==> config.mk <==
export PLATFORM = sky130hd
export DESIGN_NAME = fetch_queue
export DESIGN_NICKNAME = d
export VERILOG_FILES = /design/src/rtl/fetch_queue.sv
export SDC_FILE = /design/constraint.sdc
export NUM_CORES = 1
export LEC_CHECK = 0
export ABC_AREA = 0
export BUFFER_PORTS_ARGS = -buffer_cell sky130_fd_sc_hd__buf_4
export CELL_PAD_IN_SITES_DETAIL_PLACEMENT = 1
export CELL_PAD_IN_SITES_GLOBAL_PLACEMENT = 1
export CORE_ASPECT_RATIO = 1.2
export CORE_UTILIZATION = 45
export CTS_CLUSTER_SIZE = 40
export DETAILED_ROUTE_END_ITERATION = 8
export MAX_ROUTING_LAYER = met4
export PLACE_DENSITY_LB_ADDON = 0.1
export SLEW_MARGIN = 30
export SYNTH_ARGS = -nofsm -noshare
export SYNTH_HDL_FRONTEND = slang
export SYNTH_SLANG_ARGS = --single-unit
==> constraint.sdc <==
create_clock -name clk -period 4.3 [get_ports clk]
set_input_delay 0.215 -clock clk [delete_from_list [all_inputs] [get_ports clk]]
set_output_delay 0.215 -clock clk [all_outputs]
set_load 0.01 [all_outputs]
==> src/rtl/fetch_queue.sv <==
`default_nettype none
// ============================================================================
// fetch_queue : 4-entry {pc,instr} FIFO between PC/IMEM and decode; optional
//               empty-queue bypass under FETCH_QUEUE_BYPASS_EN.   Rev 1.0
// ============================================================================
module fetch_queue (
  input  logic        clk,
  input  logic        reset,
  input  logic [31:0] pc_addr,
  input  logic [31:0] instr_in,
  input  logic        in_valid,
  output logic        in_ready,
  output logic        out_valid,
  input  logic        out_ready,
  output logic [31:0] out_pc,
  output logic [31:0] out_instr,
  input  logic        flush,
  output logic [2:0]  count
);

  logic [31:0] pc_mem    [4];
  logic [31:0] instr_mem [4];
  logic [1:0]  rd_ptr;
  logic [1:0]  wr_ptr;
  logic        empty;
  logic        bypass;
  logic        push;
  logic        pop;

  assign empty    = (count == 3'd0);
  // count never exceeds 4, so bit 2 alone marks full
  assign in_ready = ~count[2];

`ifdef FETCH_QUEUE_BYPASS_EN
  assign bypass = empty & in_valid & ~flush;
`else
  assign bypass = 1'b0;
`endif

  // A bypassed pair that decode takes immediately is never written
  assign push = in_valid & in_ready & ~flush & ~(bypass & out_ready);
  assign pop  = ~empty & out_ready & ~flush;

  always_comb begin
    out_valid = ~empty;
    out_pc    = 32'h0;
    out_instr = 32'h0;
    if (!empty) begin
      out_pc    = pc_mem[rd_ptr];
      out_instr = instr_mem[rd_ptr];
    end else if (bypass) begin
      out_valid = 1'b1;
      out_pc    = pc_addr;
      out_instr = instr_in;
    end
  end

  always_ff @(posedge clk) begin
    if (push) begin
      pc_mem[wr_ptr]    <= pc_addr;
      instr_mem[wr_ptr] <= instr_in;
    end
  end

  always_ff @(posedge clk or negedge reset) begin
    if (!reset) begin
      rd_ptr <= 2'd0;
      wr_ptr <= 2'd0;
      count  <= 3'd0;
    end else if (flush) begin
      rd_ptr <= 2'd0;
      wr_ptr <= 2'd0;
      count  <= 3'd0;
    end else begin
      if (push) wr_ptr <= wr_ptr + 2'd1;
      if (pop)  rd_ptr <= rd_ptr + 2'd1;
      count <= count + {2'b00, push} - {2'b00, pop};
    end
  end

endmodule
`default_nettype wire

==> impl_results.md <==
- Commonest cells after routing, fill and taps aside: edfxtp_1, buf_4, dlygate4sd3_1
- Final Setup Violations: 0
- Max Freq: 0.3408 GHz
- Post-Route WL: 20.81 mm
- Syn-to-layout area delta: 29.79%
- Mux cell area share after synthesis: 14.38%
- Yosys reg bits: ~260
- Post-DRT Antenna Nets: 0
- Starting Density: roughly 46%
- Synth warn: 0
- Final hold vios: 0
- Synth Area in Compound Gates: 0.1611%
- Vias per cell: ~5.2
- Worst Setup SP: rd_ptr[0]$_DFFE_PN0P_
- GR Util All Layers: 19.71%
- P_leak: 4.536 nW
- Main combinational cell family by area after synthesis: multiplexers
- Storage cell area: 7870 um2
- Global-route wire length before repair: 33.35 mm
- Simple-Gate Fraction of Synth Area: under 10%
- Crit path DAT: roughly 2.7 ns
- CTS H-tree depth: 1
- Reg2Reg Launch Point: count[2]$_DFF_PN0_
- Tmin final: 2.935 ns
- Root buffer cell: clkbuf_16
- PwrDens: 560.7 nW/um2
- Max-cap viol count: 0
- DRC viols: 18
- Distinct cell type count after synthesis: 19
- Die ar.: 23040 um2
- Avg WL per Cell: 21.66 um
- Core ar.: around 22000 um2
- Clk pin slew, worst setup/hold paths: approximately 0.06 ns
- Worst-margin pin slew: 0.8083 ns
- Relative slew margins: 46.12%
- GRT overflow: 0
- IR drop worst, VDD: 0.0003533 V
- Max Slew Vio Count: 0
- DP Wirelength: 12.01 mm
- Via count: 5036
- Worst skew pair latency: 0.52 ns
- Syn Inst Count: 449
- Die height: about 170 um
- Failing checks: DRC
- Critical Path RT: a little over 4 ns
- Largest fanout on the critical path: 37
- Ports: 138
- GPL Wtd Cong: 0.6904
- Number of diodes: 0
- Clock Path Buffers: 3
- Initial antenna violation count: 0
- First drt pass iteration count: 6
- XOR/XNOR Fraction of Synth Area: less than 1%
- Nets: roughly 740
- Largest net degree at the start of global routing: 39
- Final TNS setup: 0 ns
- Iteration-0 DRC Markers: 213
- Mapped Nets: ~530
- Adder-cell share of the synthesized area: 0.9419%
- Final Total Pwr: 7.347 mW
- Layout fillers: about 1800
- Row count: 59
- Clock Sinks: approximately 260
- Setup Skew: 0.007885 ns
- Layout cells sized above 1: a little under two fifths
- RSZ-0062 raised after global routing: no
- IO buf count: 137
- Setup CP Type: reg -> out
- CTS buffer count: 27
- Most common cell after layout, fill and taps aside: edfxtp_1
- Status: finished, violations left
- Post-synthesis sequential area ratio: 77.88%
- Synthesized area per cell: ~22 um2
- Multi-input logic area: 2092 um2
- Number of global-route vias before repair: 5889
- Period Utilization, post-route: 68.25%
- Die width: 138.7 um
- Worst Hold Class: in -> async
- Critical path launch point type: register
- Critical path endpoint category: output pin
- Synth Cell Area: 10100 um2
- TritonCTS clock tree: yes
worst paths after layout:
check,endpoint,slack [ns],cells after the start
worst max-delay path,out_pc[7],1.37,4
worst min-delay path,rd_ptr[1]$_DFFE_PN0P_,0.04,2
worst max register to register,count[2]$_DFF_PN0_,1.74,11
worst min register to register,wr_ptr[1]$_DFFE_PN0P_,0.62,2
max in group asynchronous,rd_ptr[0]$_DFFE_PN0P_,4.11,2
min in group clk,rd_ptr[0]$_DFFE_PN0P_,0.11,4
routing by layer:
metal	GRT usage, %	vias to the layer above	share of wire, %
li1	-	2243	-
met1	24.12	2640	41
met2	34.63	125	53
met3	2.422	28	4.0
met4	5.507	0	1.6
met5	-	-	0
synth_stat cells, drive strengths merged:
cell    count  area share [%]
and2       68             4.2
buf        13            0.95
clkbuf      9            0.33
dfrtp       7             1.7
edfxtp    256              76
fa          1            0.20
ha          6            0.74
inv         6            0.22
mux2i       1           0.099
mux4       64              14
nand2b      1           0.062
nor2        8            0.30
nor2b       1           0.062
o311ai      1           0.087
o31ai       1           0.074
or3         1           0.062
xnor2       3            0.26
xor2        2            0.17
through the flow:
stage	hold slack (ns)	worst slack, ns	std cells	util, %	area [um2]
2_1_floorplan	-0.08059	1.504	449	-	10100
3_3_place_gp	0.03079	1.822	840	52.10	11380
3_5_place_dp	0.03760	1.762	845	52.62	11500
4_1_cts	0.02248	1.253	961	59.97	13100
5_1_grt	0.03568	1.140	961	59.97	13100
6_report	0.04448	1.365	961	59.97	13100
worst max-delay path: stages (launching register included):
cell     delay, ns
dfrtp_4       0.94
buf_12        0.34
mux4_2        0.53
and2_1        0.19
buf_4         0.15
cell families (layout without fill, tap and decap cells):
| family | after synthesis | count (layout) |
|---|---|---|
| compound gates | 2 | 2 |
| flops | 263 | 263 |
| xor+xnor | 5 | 5 |
| buf+inv | 28 | 266 |
| simple gates | 79 | 79 |
| mux | 65 | 65 |
| fa+ha+maj | 7 | 7 |
where the power goes:
part,total [mW],internal [mW],switching [mW]
clock,2.43,1.49,0.943
combinational,1.81,0.992,0.819
sequential,3.11,2.96,0.142
total,7.35,5.44,1.90
repair_timing:
action,CTS,global route
endpoints found under the hold margin,270,0
hold buffers,66,0
resized for setup,0,0
setup endpoints to repair,0,0
setup buffers,0,0
flip-flops by register name, summed over array words and instances, names as in the netlist:
register,count
instr_mem,128
pc_mem,128
count,3
rd_ptr,2
wr_ptr,2
final cells by class:
type	instances	share of cell area (%)
Sequential cell	263	60.06
Clock buffer	31	5.423
Clock inverter	19	1.786
Timing Repair Buffer	210	13.98
Inverter	6	0.1719
Multi-Input combinational cell	158	15.96
Tap cell	274	2.616
(Power assumes the default switching activity.)
